$ cat src/rtl/adder_tree_feeder.sv
// Packs a serial stream of signed partial sums into an 8-lane operand bank for
// adder_tree and holds the bank until the consumer acknowledges it.
module adder_tree_feeder #(
    parameter int DATA_W = 32
) (
    input  logic              clk,
    input  logic              reset,
    input  logic              clear,
    input  logic              in_valid,
    output logic              in_ready,
    input  logic [DATA_W-1:0] in_data,
    input  logic              in_last,
    output logic              out_valid,
    input  logic              out_ready,
    output logic              use_adder_tree,
    output logic [DATA_W-1:0] operand_0,
    output logic [DATA_W-1:0] operand_1,
    output logic [DATA_W-1:0] operand_2,
    output logic [DATA_W-1:0] operand_3,
    output logic [DATA_W-1:0] operand_4,
    output logic [DATA_W-1:0] operand_5,
    output logic [DATA_W-1:0] operand_6,
    output logic [DATA_W-1:0] operand_7,
    output logic [3:0]        lane_cnt,
    output logic              state_dbg
);

    localparam int LANES = 8;

    typedef enum logic {
        FILL = 1'b0,
        HOLD = 1'b1
    } state_t;

    state_t            state;
    logic [2:0]        idx;
    logic [DATA_W-1:0] lanes [LANES];

    // Handshakes: a value moves on a rising edge where in_valid && in_ready (and no
    // clear); a bank is released on a rising edge where out_valid && out_ready.
    // Both ready/valid outputs are registered, so nothing combinational reaches them.
    always_ff @(posedge clk or posedge reset) begin
        if (reset) begin
            state     <= FILL;
            idx       <= '0;
            lane_cnt  <= '0;
            out_valid <= 1'b0;
            in_ready  <= 1'b1;
            for (int k = 0; k < LANES; k++) lanes[k] <= '0;
        end else if (clear) begin
            state     <= FILL;
            idx       <= '0;
            lane_cnt  <= '0;
            out_valid <= 1'b0;
            in_ready  <= 1'b1;
            for (int k = 0; k < LANES; k++) lanes[k] <= '0;
        end else begin
            case (state)
                FILL: begin
                    if (in_valid) begin
                        lanes[idx] <= in_data;
                        idx        <= idx + 3'd1;
                        if (idx == 3'd7 || in_last) begin
                            state     <= HOLD;
                            lane_cnt  <= {1'b0, idx} + 4'd1;
                            out_valid <= 1'b1;
                            in_ready  <= 1'b0;
                        end
                    end
                end
                HOLD: begin
                    // Unused lanes must read back as zero for the next short group.
                    if (out_ready) begin
                        state     <= FILL;
                        idx       <= '0;
                        lane_cnt  <= '0;
                        out_valid <= 1'b0;
                        in_ready  <= 1'b1;
                        for (int k = 0; k < LANES; k++) lanes[k] <= '0;
                    end
                end
                default: begin
                    state <= FILL;
                end
            endcase
        end
    end

    assign use_adder_tree = out_valid;
    assign state_dbg      = state;
    assign operand_0      = lanes[0];
    assign operand_1      = lanes[1];
    assign operand_2      = lanes[2];
    assign operand_3      = lanes[3];
    assign operand_4      = lanes[4];
    assign operand_5      = lanes[5];
    assign operand_6      = lanes[6];
    assign operand_7      = lanes[7];

endmodule
$ cat config.mk
export PLATFORM = sky130hd
export DESIGN_NAME = adder_tree_feeder
export DESIGN_NICKNAME = d
export VERILOG_FILES = /design/src/rtl/adder_tree_feeder.sv
export SDC_FILE = /design/constraint.sdc
export NUM_CORES = 1
export LEC_CHECK = 0
export CAP_MARGIN = 20
export CORE_MARGIN = 3
export CORE_UTILIZATION = 50
export DETAILED_ROUTE_END_ITERATION = 6
export DONT_BUFFER_PORTS = 1
export PLACE_DENSITY_LB_ADDON = 0.25
export SYNTH_ARGS = -nofsm -noshare
export SYNTH_HDL_FRONTEND = slang
export SYNTH_SLANG_ARGS = --single-unit
$ cat constraint.sdc
create_clock -name clk -period 16.48 [get_ports clk]
set_input_delay 3.296 -clock clk [delete_from_list [all_inputs] [get_ports clk]]
set_output_delay 3.296 -clock clk [all_outputs]
set_load 0.005 [all_outputs]
# After elaboration in Yosys (flattened, before gate mapping)
# Index checks and enable logic that the tools add are counted.
[classes] n_reduce_logical=4 add_sub_neg=2 n_eq_ne=4 mux=31 mul=0 n_bitwise=2 n_div=0 shifts=0 magnitude_cmp=2
[ops] op="256-bit 2-to-1 mux" count=3
[ops] op="256-bit case mux with 2 select lines" count=1
[ops] op="256-bit bitwise mux" count=1
[ops] op="32-bit demux with 3-bit select" count=1
[ops] op="32-bit 2-to-1 mux" count=1
[ops] op="4-bit 2-to-1 mux" count=4
[ops] op="1-bit 2-to-1 mux" count=12
[ops] op="3-bit 2-to-1 mux" count=3
[ops] op="3-bit inequality test, second input constant" count=3
[ops] op="4-bit case mux with 2 select lines" count=1
[ops] op="1-bit case mux with 2 select lines" count=3
[ops] op="3-bit case mux with 2 select lines" count=1
[ops] op="3-bit by 1-bit adder with 4-bit output, second input constant" count=1
[ops] op="4-bit greater-or-equal comparator, second input constant" count=1
[ops] op="4-bit by 1-bit < comparator with 1-bit output, second input constant" count=1
[ops] op="3-bit inverter with 4-bit output" count=1
[ops] op="3-bit by 1-bit adder with 3-bit output, second input constant" count=1
[ops] op="3-bit == test, second input constant" count=1
[ops] op="3-bit AND reduction" count=1
[ops] op="2-bit AND reduction" count=1
[ops] op="1-bit logical AND" count=1
[ops] op="1-bit logical OR" count=1
[ops] op="1-bit inverter" count=1
[totals] mem_count=0 romBits=0 latchBits=0 output_inout_bits=264 ramBits=0 input_bits=38 regBits=266

# Logic depth before layout (Yosys ltp)
# Gate-level depths: netlist of run 1.
[logic_depth] word_depth=9 mapped_depth=6 ltp_nobuf=5

# Worst setup path after synthesis of run 1
# Ideal clock, no wire load.
[synth_path] path_kind="input -> register" start="input in_valid" end="register lanes, in the netlist operand_0[0]" setup_time_ns=0.121 arrival_time_ns=4.127 cell_stages=5 slack_ns=12.232 path_cell_list="nor2b_1 -> buf_4 -> o22ai_4 -> buf_6 -> a22o_1"
[synth_via] elab_chain_len=2
[synth_rtl] item="start, declared" line="9" text="input logic in_valid,"
[synth_rtl] item="3-bit inequality test (no line)"
[synth_rtl] item="2-bit AND reduction (no line)"
[synth_rtl] item="end signal, assigned by index" line="61" text="lanes[idx] <= in_data;"
[synth_rtl] item="end, declared" line="37" text="logic [DATA_W-1:0] lanes [LANES];"
# No other way between the ends.
# A chain may end at the register's enable or synchronous reset.

==> flow_summary.ini, run 1 <==
[status]
outcome = finished, final reports clean

[synthesis]
synth_simple_gate_area_frac = 0.01957
synth_top_family_by_area = compound AO/OA/AOI/OAI gates
synth_compound_area_frac = 0.2577
syn_avg_cell_area_um2 = 14.96
ys_top_cells_by_area = dfrtp_1, a32o_1, a22o_1
synth_fa_ha_area_frac = 0.002446
yosysSeqAreaShare = 0.6508
muxShareOfSynthArea = 0.003058
synth_cell_types = 37
synth-edff-count = 0
synth_xor_area_frac = 0
syn_nets = 724
postSynth.asyncResetShare = 1.000
synth.largest_area_cell = dfrtp_1
syn_inst = 684
yosysTopAreaCellShare = 0.6482
ys_seq_elements = 266
synth_top_flop_cell = dfrtp_1
syn_area_um2 = 10230
yosys_warnings = 0

[clocking]
clockRootBuffer = clkbuf_16
cts_buffers = 27
clkLatencyLatePin_ns = 0.53
numClockSinks = 266
htreeDepth = 1
clockBufferDepth = 3
clk_pin_slew_worst_paths_ns = 0.06
cts_resized = 0
cts_setup_buffers = 0
cts_tree = built
hold_buffers = 0

[detailed_routing]
vias = 6474
dr.pass1.iters = 5
postRouteAntennaNets = 0
route.detailed.drc = 0
drt_iter0_drc = 569
finalWirelength_um = 29240
wl_per_cell_um = 32.28
vias_per_cell = 7.146

[floorplanning]
io_pins = 302
initial_utilization = 0.5171
die_area_um2 = 22210
floorplan.die.width_um = 149.0
core_area_um2 = 19780
die_y_um = 149.0
num_rows = 51

[power]
ir_drop_v = 0.00007319
p_int_w = 0.001040
pwr-share-seq = 0.506
combPwrFrac = 0.063
leakage_nw = 5.040
p_per_area_nw_per_um2 = 125.7
clkPwrFrac = 0.431
power.switching_w = 0.0003287
swShare = 0.2402

[global_routing]
grt_usage = 0.2529
grt_pass1_vias = 6448
grt_pass1_wl_um = 43190
grt_max_degree = 115
overflow = 0
antenna_found_initial = 0

[critical_path]
cp_cell_sequence = inv_8 -> buf_4 -> buf_4 -> buf_16
worst_ep_arrival_time_ns = 5.43
cp_max_fo = 114
slowest_stage = buf_4
cpPeakStageDelay_ns = 0.79
required_ns = 17.15
worstSetupPathType = input pin to async pin
critPathCaptureType = async pin
path_common_cell = buf_4
crit_path_start_kind = input pin

[final_layout]
drive_gt1_frac = 0.1123
area_delta_synth_final_pct = 6.457
n_antenna_cell = 0
nets = 660

[timing]
fin_tns_setup_ns = 0
timing.hold.ws_ns = 0.5274
min_period_over_period = 0.2886
post-route-min-period_ns = 4.756
fin_worst_skew_ns = 0.008042
fmax_ghz = 0.2103
finalHoldViolCount = 0
worst_pin_slew_ns = 1.097
slew_viol_final = 0
rsz0062_at_grt = no
slew_headroom = 0.2685
setup_viol = 0

[placed_design]
place_congestion = 0.7960
placement.io_buffers = 0
dp_hpwl_um = 19220

[job]
maxCapViolations = 0

[worst_hold_path]
hp-class = register to register
power groups by stage:
stage          clock (W)  sequential, W  combinational (W)
6_report        0.000590       0.000693          0.0000863
5_1_grt         0.000627       0.000694          0.0000949
4_1_cts         0.000600       0.000693          0.0000865
3_5_place_dp           0       0.000704          0.0000863
3_3_place_gp           0       0.000704          0.0000819
2_1_floorplan          0       0.000695          0.0000892
Yosys cell counts (2+ instances only):
cell type	instances
o21ai_1	2
and3b_1	3
o22ai_4	8
o21ai_0	3
nand3_1	3
buf_6	25
clkbuf_1	9
buf_1	32
ha_1	2
a22o_1	128
a32o_1	129
buf_4	5
nor3b_2	3
nor2_1	5
buf_2	34
dfrtp_1	265
mux2i_1	2
inv_1	3
nand2_1	2
and2_1	4
per-layer routing:
metal | up-vias | routed length (um) | GRT usage
li1 | 2563 | - | -
met1 | 3458 | 10930 | 0.3313
met2 | 401 | 13850 | 0.4024
met3 | 52 | 3840 | 0.1018
met4 | 0 | 629 | 0.05446
met5 | - | 0 | 0
path summary, 6_finish.rpt:
kind / startpoint / cells after the start / end / slack (ns)
setup / recovery: reset / 4 / operand_6[6]$_DFFE_PP0P_ / 11.72
hold / removal: operand_4[29]$_DFFE_PP0P_ / 1 / operand_4[29]$_DFFE_PP0P_ / 0.53
setup reg to reg: state_dbg$_DFF_PP0_ / 5 / operand_0[7]$_DFFE_PP0P_ / 14.00
hold reg to reg: operand_4[29]$_DFFE_PP0P_ / 1 / operand_4[29]$_DFFE_PP0P_ / 0.53
max in group clk: clear / 5 / operand_0[7]$_DFFE_PP0P_ / 11.78
min in group asynchronous: reset / 1 / operand_0[31]$_DFFE_PP0P_ / 2.73
layout make-up:
| cell class | count | area (um2) |
|---|---|---|
| inverters | 3 | 18.77 |
| repair buffers | 14 | 125.1 |
| flip-flops and latches | 266 | 6658 |
| well taps | 265 | 331.6 |
| clock buffers | 40 | 744.5 |
| clock inverters | 10 | 107.6 |
| fillers | 1561 | 8891 |
| multi-input cells | 308 | 2905 |
layout by cell type (no fill, tap or decap), types with 2 or more instances in the layout:
master	netlist	final
a32o_1	129	129
and3b_1	3	3
nor2_1	5	5
nand3_1	3	3
clkinv_2	0	6
bufinv_16	0	2
o21ai_1	2	2
nor3b_4	1	3
o22ai_4	8	8
buf_4	5	13
clkbuf_16	0	27
clkbuf_1	9	11
dfrtp_1	265	265
and2_1	4	4
inv_1	3	2
o21ai_0	3	3
a22o_1	128	128
inv_6	0	2
clkbuf_8	0	2
mux2i_1	2	2
ha_1	2	2
nand2_1	2	2
flip-flops by register name, indices dropped and copies added, names as in the netlist:
name,flops
operand_0,32
in_ready,1
operand_4,32
operand_7,32
operand_6,32
operand_5,32
operand_1,32
operand_2,32
idx,3
operand_3,32
lane_cnt,4
state_dbg,1
out_valid,1
per-stage QoR:
stage                     area [um2]  setup WS, ns  utilization  total power (W)  instances
after floorplan                10230         5.860            -        0.0007843        684
after global placement         10010         10.80       0.5061        0.0007854        855
after detailed placement       10010         10.65       0.5061        0.0007907        855
after CTS                      10860         11.23       0.5491         0.001379        905
after global routing           10890         11.44       0.5505         0.001416        906
final                          10890         11.72       0.5505         0.001369        906
logic make-up (layout without fill, tap and decap cells):
kind of cell	Yosys count	count (layout)
AOI/OAI and AO/OA	275	275
buffers and inverters	110	67
and+or+nand+nor	28	28
adders and majority gates	2	2
muxes	3	3
DFF	266	266
critical path: cells and delay by family:
| family | cells | cell delay, ns |
|---|---|---|
| buffers and inverters | 4 | 1.92 |
Note: power is estimated with default switching activity, not from simulation.
==> inputs of run 2 (changes only) <==
- clock period: 16.48 -> 4.5 ns (I/O delays scaled with it)
==> run 2 against run 1 <==
Effect of this change:
- register-to-register slack got worse by 12 ns
- global-route usage rose by 0.11 points
- core utilization rose by 0.23 points
- sequential power rose to 3.7 times the previous value
- combinational power rose to 3.8 times the previous value
- clock power rose to 3.7 times the previous value
- first-iteration DRC count fell by 16%
- die area did not move
- final area rose by 0.41%
- flip-flop and latch count did not move
- non-clock buffer count rose by 1
- wire length rose by 0.10%
- critical endpoint is now operand_0[20]$_DFFE_PP0P_
- largest cell class unchanged
==> flow_summary.ini, run 2 (synthesized netlist as in run 1, its figures left out) <==
[status]
outcome = finished, final reports clean

[timing]
slew_headroom = 0.2798
setup_viol = 0
post-route-min-period_ns = 2.533
fin_tns_setup_ns = 0
worst_pin_slew_ns = 1.080
min_period_over_period = 0.5630
fmax_ghz = 0.3947
slew_viol_final = 0
finalHoldViolCount = 0
rsz0062_at_grt = no
fin_worst_skew_ns = 0.008080

[global_routing]
grt_pass1_wl_um = 43250
overflow = 0
grt_max_degree = 141
grt_usage = 0.2540
grt_pass1_vias = 6526
antenna_found_initial = 0

[clocking]
hold_buffers = 0
cts_buffers = 27
numClockSinks = 266
cts_tree = built
clockRootBuffer = clkbuf_16
cts_resized = 0
clkLatencyLatePin_ns = 0.52
cts_setup_buffers = 0
clockBufferDepth = 3
clk_pin_slew_worst_paths_ns = 0.06
htreeDepth = 1

[detailed_routing]
route.detailed.drc = 0
finalWirelength_um = 29270
postRouteAntennaNets = 0
dr.pass1.iters = 5
vias_per_cell = 7.129
vias = 6452
drt_iter0_drc = 476
wl_per_cell_um = 32.35

[floorplanning]
die_area_um2 = 22210
die_y_um = 149.0
io_pins = 302
initial_utilization = 0.5171
core_area_um2 = 19780
num_rows = 51
floorplan.die.width_um = 149.0

[placed_design]
dp_hpwl_um = 19380
place_congestion = 0.8053
placement.io_buffers = 0

[critical_path]
path_common_cell = buf_4
cp_max_fo = 75
crit_path_start_kind = register
cp_cell_sequence = nor3b_4 -> buf_4 -> and2_1 -> buf_4 -> a22o_1
critPathCaptureType = register
worstSetupPathType = register to register
slowest_stage = buf_4
cpPeakStageDelay_ns = 0.64
worst_ep_arrival_time_ns = 2.98
required_ns = 4.95

[final_layout]
layout_common_cells = dfrtp_1, a32o_1, a22o_1, clkbuf_16, buf_4
fin_util = 0.5528
n_antenna_cell = 0
fillers = 1588
drive_gt1_frac = 0.1203
area_delta_synth_final_pct = 6.898
final_common_cell = dfrtp_1
nets = 661

[power]
clkPwrFrac = 0.432
pwr-share-seq = 0.504
p_per_area_nw_per_um2 = 460.6
ir_drop_v = 0.0003011
swShare = 0.2389
p_int_w = 0.003834
power.switching_w = 0.001203
combPwrFrac = 0.065
leakage_nw = 5.055

[job]
maxCapViolations = 0

[worst_hold_path]
hp-class = input pin to async pin
run 2: cell types whose count changed in the layout (fill, tap and decap cells not counted), sizes merged:
cell,previous run,this run
clkbuf,40,36
clkinv,6,8
buf,14,15
clkinvlp,0,3
inv,5,2
run 2: power by group through the flow:
stage | Combinational, W | Sequential, W | Clock, W
final | 0.000325 | 0.00254 | 0.00218
after global routing | 0.000357 | 0.00254 | 0.00231
after CTS | 0.000321 | 0.00254 | 0.00222
after detailed placement | 0.000321 | 0.00258 | 0
after global placement | 0.000306 | 0.00258 | 0
after floorplan | 0.000327 | 0.00255 | 0
run 2: layout make-up:
| type | instances | area, um2 | area share |
|---|---|---|---|
| Sequential cell | 266 | 6658 | 0.6088 |
| Inverter | 3 | 15.01 | 0.001373 |
| Clock inverter | 12 | 118.9 | 0.01087 |
| Multi-Input combinational cell | 308 | 2905 | 0.2657 |
| Tap cell | 265 | 331.6 | 0.03032 |
| Clock buffer | 36 | 749.5 | 0.06854 |
| Timing Repair Buffer | 15 | 157.7 | 0.01442 |
run 2: path summary, 6_finish.rpt:
kind / start / end / slack (ns) / cells after the start
max in group asynchronous: reset / operand_3[10]$_DFFE_PP0P_ / 3.43 / 2
worst max-delay path: state_dbg$_DFF_PP0_ / operand_0[20]$_DFFE_PP0P_ / 1.97 / 5
min in group clk: clear / state_dbg$_DFF_PP0_ / 0.44 / 1
worst min register to register: operand_7[9]$_DFFE_PP0P_ / operand_7[9]$_DFFE_PP0P_ / 0.53 / 1
worst max register to register: state_dbg$_DFF_PP0_ / operand_0[20]$_DFFE_PP0P_ / 1.97 / 5
worst min-delay path: reset / operand_2[24]$_DFFE_PP0P_ / 0.42 / 2
run 2: worst max-delay path, delay by kind of cell, from the launching register on:
kind            cells  cell delay (ns)
flops               1             0.50
compound gates      1             0.18
buf+inv             2             1.00
simple gates        2             0.74
run 2: stage by stage:
step | worst slack, ns | cells | total power [W] | hold slack [ns] | cell area (um2)
floorplan | 0.08932 | 684 | 0.002873 | 0.4893 | 10230
global placement | 1.714 | 856 | 0.002883 | 0.5142 | 10040
detailed placement | 1.604 | 856 | 0.002902 | 0.5180 | 10040
CTS | 1.960 | 904 | 0.005077 | 0.4161 | 10910
global route | 1.745 | 905 | 0.005212 | 0.4193 | 10940
finish | 1.967 | 905 | 0.005037 | 0.4220 | 10940
run 2: routing by layer:
layer | track usage | wire, um | vias up
li1 | - | - | 2563
met1 | 0.3310 | 11100 | 3446
met2 | 0.4069 | 13960 | 391
met3 | 0.09572 | 3491 | 52
met4 | 0.06270 | 717 | 0
met5 | 0 | 0 | -
==> inputs of run 3 (changes only) <==
- clock period: 4.5 -> 2.2 ns (I/O delays scaled with it)
==> run 3 against run 2 <==
Effect of this change:
- first-iteration DRC count up 13%
- combinational power grew 120%
- core utilization rose by 1.0 points
- clock skew up 0.0036 ns
- critical endpoint is now operand_0[6]$_DFFE_PP0P_
- largest cell class unchanged
- largest power group unchanged
==> flow_summary.ini, run 3 (synthesized netlist as in run 1, its figures left out) <==
[floorplanning]
io_pins = 302
die_area_um2 = 22210
floorplan.die.width_um = 149.0
initial_utilization = 0.5171
die_y_um = 149.0
num_rows = 51
core_area_um2 = 19780

[final_layout]
layout_common_cells = dfrtp_1, a32o_1, a22o_1, clkbuf_16, buf_4
drive_gt1_frac = 0.1492
multi_input_area_um2 = 2909
final_common_cell = dfrtp_1
seq_area_um2 = 6658
area_delta_synth_final_pct = 8.929
nets = 679
fillers = 1549
n_antenna_cell = 0
fin_util = 0.5633

[critical_path]
crit_buf_inv = 1
worstSetupPathType = register to register
worst_ep_arrival_time_ns = 2.54
cp_cell_sequence = nor2b_1 -> buf_12 -> o22ai_4 -> a22o_1
critPathCaptureType = register
path_depth = 4
startpoint = state_dbg$_DFF_PP0_
cp_top_family = compound AO/OA/AOI/OAI gates
slowest_stage = o22ai_4
required_ns = 2.65
timing.rr.end = operand_0[6]$_DFFE_PP0P_
crit_path_start_kind = register
worstRegToRegCells = 4
reg2reg_from = state_dbg$_DFF_PP0_
cpPeakStageDelay_ns = 0.81
cp-endpoint = operand_0[6]$_DFFE_PP0P_
cp_max_fo = 32
rrSetupSlack_ns = 0.11

[clocking]
clkLatencyLatePin_ns = 0.52
clk_pin_slew_worst_paths_ns = 0.06
cts_buffers = 26
clockBufferDepth = 3
cts_tree = built
numClockSinks = 266
htreeDepth = 1
clockRootBuffer = clkbuf_16
cts_setup_buffers = 0

[timing]
fin_worst_skew_ns = 0.01167
rsz0062_at_grt = no
finalHoldViolCount = 0
min_period_over_period = 0.9520
post-route-min-period_ns = 2.094
fmax_ghz = 0.4775
setup_viol = 0
slew_viol_final = 0
slew_headroom = 0.2893
worst_pin_slew_ns = 1.066
setup_slack_ns = 0.1057

[detailed_routing]
drt_iter0_drc = 539
finalWirelength_um = 29180
dr.pass1.iters = 5
route.detailed.drc = 0
vias = 6520
wl_per_cell_um = 31.65
vias_per_cell = 7.072
postRouteAntennaNets = 0

[global_routing]
grt_pass1_wl_um = 42830
grt_pass1_vias = 6427
antenna_found_initial = 0
overflow = 0
grt_max_degree = 137
grt_usage = 0.2519

[placed_design]
placement.io_buffers = 0
place_congestion = 0.8439
dp_hpwl_um = 19570
dp_slack_ns = 0.08756

[power]
power.switching_w = 0.002461
pwr-share-seq = 0.493
ir_drop_v = 0.0005727
leakage_nw = 5.176
clkPwrFrac = 0.440
combPwrFrac = 0.067
swShare = 0.2341
p_int_w = 0.008055
p_per_area_nw_per_um2 = 943.8

[status]
outcome = finished, final reports clean

[worst_hold_path]
hp-class = input pin to async pin

[job]
maxCapViolations = 0
## run 3: area by class of cell
class,count,area share
Clock buffer,32,0.06501
Clock inverter,14,0.01550
Inverter,3,0.001347
Multi-Input combinational cell,308,0.2611
Sequential cell,266,0.5975
Tap cell,265,0.02976
Timing Repair Buffer,34,0.02987
## run 3: what timing repair did
item                                   in CTS  in global routing
hold buffers                                1                  0
setup endpoints to repair                   0                 53
endpoints found under the hold margin       1                  0
resized for setup                           0                  2
## run 3: how the worst min path moves through the flow
stage	startpoint	end	cells past startpoint
final	reset	operand_2[24]$_DFFE_PP0P_	2
after global routing	in_data[6]	operand_2[6]$_DFFE_PP0P_	1
after CTS	in_data[14]	operand_5[14]$_DFFE_PP0P_	1
after detailed placement	clear	state_dbg$_DFF_PP0_	1
after global placement	clear	state_dbg$_DFF_PP0_	1
after floorplan	operand_1[0]$_DFFE_PP0P_	operand_1[0]$_DFFE_PP0P_	1
## run 3: metrics by stage
step | area (um2) | power, W | TNS [ns] | instances | hold WS (ns)
after floorplan | 10230 | 0.005876 | -464.75 | 684 | 0.4893
after global placement | 10230 | 0.005939 | 0 | 875 | 0.5049
after detailed placement | 10230 | 0.005981 | 0 | 875 | 0.5063
after CTS | 11140 | 0.01059 | 0 | 922 | 0.02789
after global routing | 11140 | 0.01088 | 0 | 922 | 0.02991
final | 11140 | 0.01052 | 0 | 922 | 0.002108
## run 3: per-layer routing
metal,vias up,global-route usage,part of all wire
li1,2595,-,-
met1,3483,0.3292,0.37
met2,394,0.4019,0.48
met3,48,0.09450,0.12
met4,0,0.06453,0.024
met5,-,0,0
## run 3: worst reg2reg max path, stage by stage, from the launching register on
cell and delay (ns):
dfrtp_1 0.58, nor2b_1 0.14, buf_12 0.18, o22ai_4 0.81, a22o_1 0.31
## run 3: power by group through the flow
stage	registers [W]	clock network, W	logic, W
2_1_floorplan	0.00521	0	0.000669
3_3_place_gp	0.00526	0	0.000675
3_5_place_dp	0.00527	0	0.000708
4_1_cts	0.00518	0.00470	0.000709
5_1_grt	0.00520	0.00492	0.000771
6_report	0.00518	0.00463	0.000705
